<file path="src/rtl/t_vals_tx.sv">
// t_vals_tx: transmit end of the T-value handoff into the formant/phi stage.
// Streams one frame of I signed samples, keeps running lag-0..NU_VALUES-1
// autocorrelation sums T(nu) = sum x[n]*x[n-nu], and snapshots the sums at
// each latched segment right-end boundary. A frame produces one start flare
// followed by exactly FORMANTS valid pulses.
//
// Optional feature macro: T_VALS_SATURATE_EN
//   defined   -> accumulator adds clamp to the signed range and stay clamped
//                for the rest of the frame
//   undefined -> plain modulo-2^BIT_WIDTH accumulation
module t_vals_tx #(
    parameter int BIT_WIDTH    = 32,
    parameter int SAMPLE_WIDTH = 16,
    parameter int I            = 160,
    parameter int FORMANTS     = 5,
    parameter int NU_VALUES    = 3
) (
    input  logic                                        clk_in,
    input  logic                                        rst_n_in,
    input  logic                                        frame_start_in,
    input  logic [FORMANTS-1:0][$clog2(I+1)-1:0]        boundaries_in,
    input  logic signed [SAMPLE_WIDTH-1:0]              sample_in,
    input  logic                                        sample_valid_in,
    output logic [NU_VALUES-1:0][BIT_WIDTH-1:0]         T_vals_out,
    output logic                                        output_start,
    output logic                                        output_valid,
    output logic                                        frame_done_out,
    output logic                                        busy_out,
    output logic                                        err_out
);

    localparam int CW = $clog2(I + 1);
    localparam int KW = $clog2(FORMANTS + 1);
    localparam int PW = 2 * SAMPLE_WIDTH;

    localparam logic [0:0] ST_IDLE  = 1'b0;
    localparam logic [0:0] ST_ACCUM = 1'b1;

    // ------------------------------------------------------------------
    // State
    // ------------------------------------------------------------------
    logic [0:0]                           state_q;
    logic [FORMANTS-1:0][CW-1:0]          bnd_q;
    logic [CW-1:0]                        n_q;
    logic [KW-1:0]                        k_q;
    logic signed [SAMPLE_WIDTH-1:0]       hist_q [NU_VALUES-1];

    // Stage 1 -> stage 2 pipeline
    logic [NU_VALUES-1:0][BIT_WIDTH-1:0]  prod_q;
    logic                                 s1_vld_q;
    logic                                 s1_hit_q;
    logic                                 s1_last_q;

    // Stage 2 accumulators and registered outputs
    logic [NU_VALUES-1:0][BIT_WIDTH-1:0]  acc_q;
    logic [NU_VALUES-1:0][BIT_WIDTH-1:0]  tv_q;
    logic                                 start_q;
    logic                                 valid_q;
    logic                                 done_q;
    logic                                 err_q;

    // ------------------------------------------------------------------
    // Combinational helpers
    // ------------------------------------------------------------------
    logic                                 bnd_ok_s;
    logic                                 accept_s;
    logic [CW-1:0]                        n_inc_s;
    logic [CW-1:0]                        b_cur_s;
    logic                                 hit_s;
    logic signed [SAMPLE_WIDTH-1:0]       taps_s [NU_VALUES];
    logic signed [PW-1:0]                 mul_s  [NU_VALUES];
    logic [NU_VALUES-1:0][BIT_WIDTH-1:0]  acc_nxt_s;

    // A boundary set is usable only if it is strictly increasing, starts
    // above zero and does not run past the end of the frame.
    function automatic logic check_bounds(input logic [FORMANTS-1:0][CW-1:0] b);
        logic ok;
        ok = (b[0] != {CW{1'b0}});
        for (int j = 1; j < FORMANTS; j++) begin
            ok = ok & (b[j] > b[j-1]);
        end
        ok = ok & (b[FORMANTS-1] <= CW'(I));
        return ok;
    endfunction

    assign bnd_ok_s = check_bounds(boundaries_in);

    // A sample is taken only inside a frame, never past sample I, and never
    // in a cycle that restarts the frame.
    assign accept_s = sample_valid_in && (state_q == ST_ACCUM) &&
                      (n_q != CW'(I)) && !frame_start_in;

    assign n_inc_s = n_q + CW'(1);

    // Select the boundary currently being waited for.
    always_comb begin
        b_cur_s = {CW{1'b0}};
        for (int j = 0; j < FORMANTS; j++) begin
            if (k_q == KW'(j)) begin
                b_cur_s = bnd_q[j];
            end else begin
                b_cur_s = b_cur_s;
            end
        end
    end

    // Once all FORMANTS boundaries have fired the tail produces no pulses.
    assign hit_s = (k_q < KW'(FORMANTS)) && (n_inc_s == b_cur_s);

    // Build the tap vector x[n], x[n-1], ... and the lag products.
    always_comb begin
        taps_s[0] = sample_in;
        for (int j = 1; j < NU_VALUES; j++) begin
            taps_s[j] = hist_q[j-1];
        end
        for (int nu = 0; nu < NU_VALUES; nu++) begin
            mul_s[nu] = taps_s[0] * taps_s[nu];
        end
    end

`ifdef T_VALS_SATURATE_EN
    logic [NU_VALUES-1:0] sat_q;
    logic [NU_VALUES-1:0] sat_d;

    // Signed add with clamp; the MSB of the result flags an overflow.
    function automatic logic [BIT_WIDTH:0] sat_add(input logic [BIT_WIDTH-1:0] a,
                                                   input logic [BIT_WIDTH-1:0] b);
        logic [BIT_WIDTH-1:0] s;
        logic                 ovf;
        logic [BIT_WIDTH:0]   r;
        s   = a + b;
        ovf = (a[BIT_WIDTH-1] == b[BIT_WIDTH-1]) && (s[BIT_WIDTH-1] != a[BIT_WIDTH-1]);
        if (!ovf) begin
            r = {1'b0, s};
        end else if (a[BIT_WIDTH-1]) begin
            r = {1'b1, 1'b1, {(BIT_WIDTH-1){1'b0}}};
        end else begin
            r = {1'b1, 1'b0, {(BIT_WIDTH-1){1'b1}}};
        end
        return r;
    endfunction

    // Saturating accumulate; a clamped accumulator holds for the frame.
    always_comb begin
        for (int nu = 0; nu < NU_VALUES; nu++) begin
            if (sat_q[nu]) begin
                acc_nxt_s[nu] = acc_q[nu];
                sat_d[nu]     = 1'b1;
            end else begin
                {sat_d[nu], acc_nxt_s[nu]} = sat_add(acc_q[nu], prod_q[nu]);
            end
        end
    end

    // Sticky saturation flags, cleared at every frame start.
    always_ff @(posedge clk_in or negedge rst_n_in) begin
        if (!rst_n_in) begin
            sat_q <= {NU_VALUES{1'b0}};
        end else if (frame_start_in) begin
            sat_q <= {NU_VALUES{1'b0}};
        end else if (s1_vld_q) begin
            sat_q <= sat_d;
        end else begin
            sat_q <= sat_q;
        end
    end
`else
    // Plain wrapping accumulate.
    always_comb begin
        for (int nu = 0; nu < NU_VALUES; nu++) begin
            acc_nxt_s[nu] = acc_q[nu] + prod_q[nu];
        end
    end
`endif

    // ------------------------------------------------------------------
    // Stage 1: products, history shift, sample and segment counters
    // ------------------------------------------------------------------
    // Register the lag products of each accepted sample and advance counters.
    always_ff @(posedge clk_in or negedge rst_n_in) begin
        if (!rst_n_in) begin
            n_q       <= {CW{1'b0}};
            k_q       <= {KW{1'b0}};
            prod_q    <= '0;
            s1_vld_q  <= 1'b0;
            s1_hit_q  <= 1'b0;
            s1_last_q <= 1'b0;
            for (int j = 0; j < NU_VALUES - 1; j++) begin
                hist_q[j] <= {SAMPLE_WIDTH{1'b0}};
            end
        end else if (frame_start_in) begin
            // Restart: zero history so x[n-nu] reads as 0 for n < nu, and
            // drop whatever the previous frame had in flight.
            n_q       <= {CW{1'b0}};
            k_q       <= {KW{1'b0}};
            s1_vld_q  <= 1'b0;
            s1_hit_q  <= 1'b0;
            s1_last_q <= 1'b0;
            for (int j = 0; j < NU_VALUES - 1; j++) begin
                hist_q[j] <= {SAMPLE_WIDTH{1'b0}};
            end
        end else if (accept_s) begin
            for (int nu = 0; nu < NU_VALUES; nu++) begin
                prod_q[nu] <= BIT_WIDTH'(mul_s[nu]);
            end
            hist_q[0] <= sample_in;
            for (int j = 1; j < NU_VALUES - 1; j++) begin
                hist_q[j] <= hist_q[j-1];
            end
            n_q       <= n_inc_s;
            s1_vld_q  <= 1'b1;
            s1_hit_q  <= hit_s;
            s1_last_q <= (n_inc_s == CW'(I));
            if (hit_s) begin
                k_q <= k_q + KW'(1);
            end else begin
                k_q <= k_q;
            end
        end else begin
            s1_vld_q  <= 1'b0;
            s1_hit_q  <= 1'b0;
            s1_last_q <= 1'b0;
        end
    end

    // ------------------------------------------------------------------
    // Stage 2 and control: accumulate, snapshot, pulses, frame state
    // ------------------------------------------------------------------
    // Frame control, accumulation and all registered outputs.
    always_ff @(posedge clk_in or negedge rst_n_in) begin
        if (!rst_n_in) begin
            state_q <= ST_IDLE;
            bnd_q   <= '0;
            acc_q   <= '0;
            tv_q    <= '0;
            start_q <= 1'b0;
            valid_q <= 1'b0;
            done_q  <= 1'b0;
            err_q   <= 1'b0;
        end else begin
            start_q <= 1'b0;
            valid_q <= 1'b0;
            done_q  <= 1'b0;
            err_q   <= 1'b0;
            if (frame_start_in) begin
                if (bnd_ok_s) begin
                    bnd_q   <= boundaries_in;
                    acc_q   <= '0;
                    state_q <= ST_ACCUM;
                    start_q <= 1'b1;
                end else begin
                    err_q   <= 1'b1;
                    state_q <= ST_IDLE;
                end
            end else if (s1_vld_q) begin
                acc_q <= acc_nxt_s;
                if (s1_hit_q) begin
                    tv_q    <= acc_nxt_s;
                    valid_q <= 1'b1;
                end else begin
                    tv_q    <= tv_q;
                end
                if (s1_last_q) begin
                    done_q  <= 1'b1;
                    state_q <= ST_IDLE;
                end else begin
                    state_q <= state_q;
                end
            end else begin
                acc_q   <= acc_q;
                state_q <= state_q;
            end
        end
    end

    assign T_vals_out     = tv_q;
    assign output_start   = start_q;
    assign output_valid   = valid_q;
    assign frame_done_out = done_q;
    assign busy_out       = (state_q == ST_ACCUM);
    assign err_out        = err_q;

endmodule

</file>
<file path="config.mk">
export PLATFORM = sky130hd
export DESIGN_NAME = t_vals_tx
export DESIGN_NICKNAME = d
export VERILOG_FILES = /design/src/rtl/t_vals_tx.sv
export SDC_FILE = /design/constraint.sdc
export NUM_CORES = 2
export LEC_CHECK = 0
export BUFFER_PORTS_ARGS = -buffer_cell sky130_fd_sc_hd__buf_2
export CAP_MARGIN = 20
export CORE_MARGIN = 4
export CORE_UTILIZATION = 50
export CTS_CLUSTER_SIZE = 8
export DETAILED_ROUTE_END_ITERATION = 6
export PLACE_DENSITY = 0.63
export SYNTH_ARGS = -nofsm -noshare
export SYNTH_HDL_FRONTEND = slang
export SYNTH_SLANG_ARGS = --single-unit
</file>
<file path="constraint.sdc">
create_clock -name clk_in -period 11.2 [get_ports clk_in]
set_clock_uncertainty 0.15 [all_clocks]
set_input_delay 2.24 -clock clk_in [delete_from_list [all_inputs] [get_ports clk_in]]
set_output_delay 2.24 -clock clk_in [all_outputs]
set_load 0.05 [all_outputs]
</file>
==> out/qor.yml <==
status:
  outcome: "complete, no violations"
yosys:
  synthTopCellsByArea: "fa_1, dfrtp_1, ha_1"
  synth_top_area_frac: 0.3169
  ys_ff_latch: 378
  synthDistinctLibCells: 83
  yosysWarnings: 0
  avgSynthCellArea_um2: 9.210
  synth.most_common_cell: "inv_1"
  synth_top_cells_by_count: "inv_1, nand2_1, fa_1"
  syn_inst: 5213
  synth_edf_count: 0
  synth_area_um2: 48010
  synth.net_count: 6421
  synth_area_leader_cell: "fa_1"
  synthFlopType: "dfrtp_1"
  synth-async-reset-ratio: 1.000
  yosysSeqAreaShare: 0.1970
finish:
  utilization: 0.5400
  drive_above_1_share: 0.06645
  n_fill_cell: 8777
  area_growth_pct: 7.013
  final-instance-count-excl-fill: 6522
  nets: 6453
timing:
  worstMarginPinSlew_ns: 0.9954
  hold_viol_final: 0
  relSlewSlack: 0.3334
  rsz0062_at_grt: "no"
  setup_viol: 0
  finalCritPeriodShare: 0.7920
  timing_max_transition_violations_final: 0
  worst_hold_slack_ns: 0.3189
  timing.fmax_mhz: 112.7
  period_minus_slack_ns: 8.870
  final.setup.worst_slack_ns: 2.330
  setup_tns_ns: 0
floorplanning:
  die_w_um: 317.9
  chipHeight_um: 317.9
  die-area_um2: 101000
  io_pins: 161
  fp.coreArea_um2: 95150
  initial_core_util: 0.5046
  rows: 113
grt:
  grt_max_degree: 106
  track_usage: 0.2368
  antenna_found_initial: 6
  overflow: 0
  grt_pass1_vias: 35900
  grt_pass1_wl_um: 194300
drt:
  drcViolationCount: 0
  vias: 34640
  routedWlPerCell_um: 17.85
  first_pass_iters: 6
  routed_via_density: 5.312
  first_iter_violations: 2234
  wirelength_um: 116400
  ant_nets: 0
power_and_ir_drop:
  power_frac_comb: 0.617
  p_leak_nw: 27.04
  p_sw_frac: 0.4429
  p_per_area_nw_per_um2: 155.4
  seq_power_share: 0.191
  internal_power_mw: 4.449
  power_frac_clock: 0.192
  switchingPower_mw: 3.537
  irDropWorstVdd_uv: 383.3
setup_path:
  path_buf_inv: 5
  slowest_delay_ns: 0.55
  critical_path_class: "primary input to register"
  worstSetupEndpointType: "register"
  r2r-end: "prod_q[62]"
  reg2reg_from: "hist_q[17]"
  crit_start: "sample_in[12]"
  reg2reg_slack_ns: 3.96
  cp_max_fo: 28
  crit_path_cell_trace: "buf_2 > clkinv_1 > nor2_1 > ha_1 > xor2_1 > fa_1 > fa_1 > inv_1 > fa_1 > fa_1 > inv_1 > fa_1 > inv_1 > ha_1 > and3_1 > a221oi_1 > o31ai_1 > a31oi_1 > a21oi_1 > a21o_1 > a31o_2 > a21oi_1 > xnor2_1 > o21ai_0"
  worst-endpoint-required_ns: 11.48
  crit_top_cell: "fa_1"
  start_kind: "primary input"
  rr_worst_depth: 20
  cp_top_family: "adder cells"
  slowest_stage: "clkinv_1"
  worst_ep_arrival_time_ns: 9.15
clocking:
  cts_sinks: 378
  clk_path_buf_depth: 3
  cts_root_buf: "clkbuf_16"
  clock_latency_ns: 0.65
  cts_inserted_buffers: 54
  clk_pin_slew_ns: 0.05
  tritoncts: "yes"
  post_cts_buffers: 0
  htree_num_levels: 2
  ctsResizeCount: 0
  cts_hold_buf: 0
worst_hold_path:
  hold-path-endpoint: "T_vals_out[79]"
  min_path_cells: 2
  hold_path_class: "register to register"
  hold_path.startpoint: "T_vals_out[79]"
placement:
  dp.cells: 6454
  place_hpwl_um: 91570
  post-place-ws_ns: 1.786
  portBuffers: 160
  place_congestion: 0.9110
flow_run:
  max_cap_violations: 0
[cells by family (layout without fill, tap and decap cells)]
family                     count (synthesis)  in the layout  synth area share
and+or+nand+nor                         1390           1390            0.1335
DFF                                      378            378            0.1970
buffers and inverters                   1198           1237           0.09410
other                                      0              5                 0
xor gates and xnor gates                 227            227           0.04157
adders and majority gates               1148           1148            0.4180
AOI/OAI and AO/OA                        823            823            0.1043
muxes                                     49             49           0.01144
[power groups by stage]
stage	Combinational [mW]	Clock [mW]	Sequential (mW)
2_1_floorplan	3.75	0	1.51
3_3_place_gp	4.86	0	1.54
3_5_place_dp	4.91	0	1.54
4_1_cts	4.94	1.58	1.52
5_1_grt	5.65	1.63	1.53
6_report	4.93	1.53	1.52
[flip-flops by register name, indices dropped and copies added (netlist names), 3 cells and up]
signal	count
prod_q	95
acc_q	96
n_q	8
T_vals_out	96
bnd_q	40
hist_q	32
k_q	3
[routing by layer]
| metal | vias to the layer above | share of wire | global-route usage |
|---|---|---|---|
| met5 | - | 0 | 0 |
| met4 | 0 | 0.017 | 0.04367 |
| met3 | 118 | 0.061 | 0.03275 |
| met2 | 803 | 0.44 | 0.3675 |
| met1 | 17420 | 0.48 | 0.3594 |
| li1 | 16300 | - | - |
[how the worst max path moves through the flow]
stage	end	slack [ns]	depth (start not counted)
floorplan	prod_q[62]	2.50	25
global placement	prod_q[62]	1.90	24
detailed placement	prod_q[31]	1.79	23
CTS	prod_q[31]	2.40	23
global route	prod_q[31]	1.92	23
finish	prod_q[31]	2.33	24
[final cells by class]
cell class                      instances  area, um^2  share of cell area
Timing Repair Buffer                  197        1089             0.02119
Inverter                              977        3667             0.07138
Sequential cell                       378        9459              0.1841
Antenna cell                            5       12.51           0.0002435
Clock buffer                           57        1363             0.02652
Tap cell                             1265        1583             0.03081
Multi-Input combinational cell       3637       34070              0.6631
Clock inverter                          6       135.1            0.002630
[stage by stage]
step | total power, mW | cell area, um^2
global route | 8.811 | 51370
floorplan | 5.261 | 48010
detailed placement | 6.452 | 49870
finish | 7.986 | 51380
CTS | 8.041 | 51370
global placement | 6.401 | 49870
[layout by cell type, fill, tap and decap left out, types with 9 or more instances in the layout]
master / count
inv_1: 975
nand2_1: 761
fa_1: 760
ha_1: 388
dfrtp_1: 378
o21ai_0: 280
and2_1: 279
a21oi_1: 203
buf_2: 159
nor2_1: 146
xnor2_1: 139
a21o_1: 91
xor2_1: 87
o22ai_1: 58
clkbuf_16: 54
mux2_2: 47
nand3_1: 39
buf_4: 37
o21a_1: 31
o21bai_1: 29
nand2b_1: 28
nor2b_1: 27
nor3_1: 21
nand4_1: 21
a31oi_1: 14
a211oi_1: 13
o31ai_1: 13
and3_1: 12
or3_1: 12
a31o_2: 9
a221oi_1: 9
[tightest hold or removal path: stages (launching register included)]
cell     delay, ns
dfrtp_1       0.33
nand2_1       0.04
o21ai_0       0.06
Note: power is estimated with default switching activity, not from simulation.
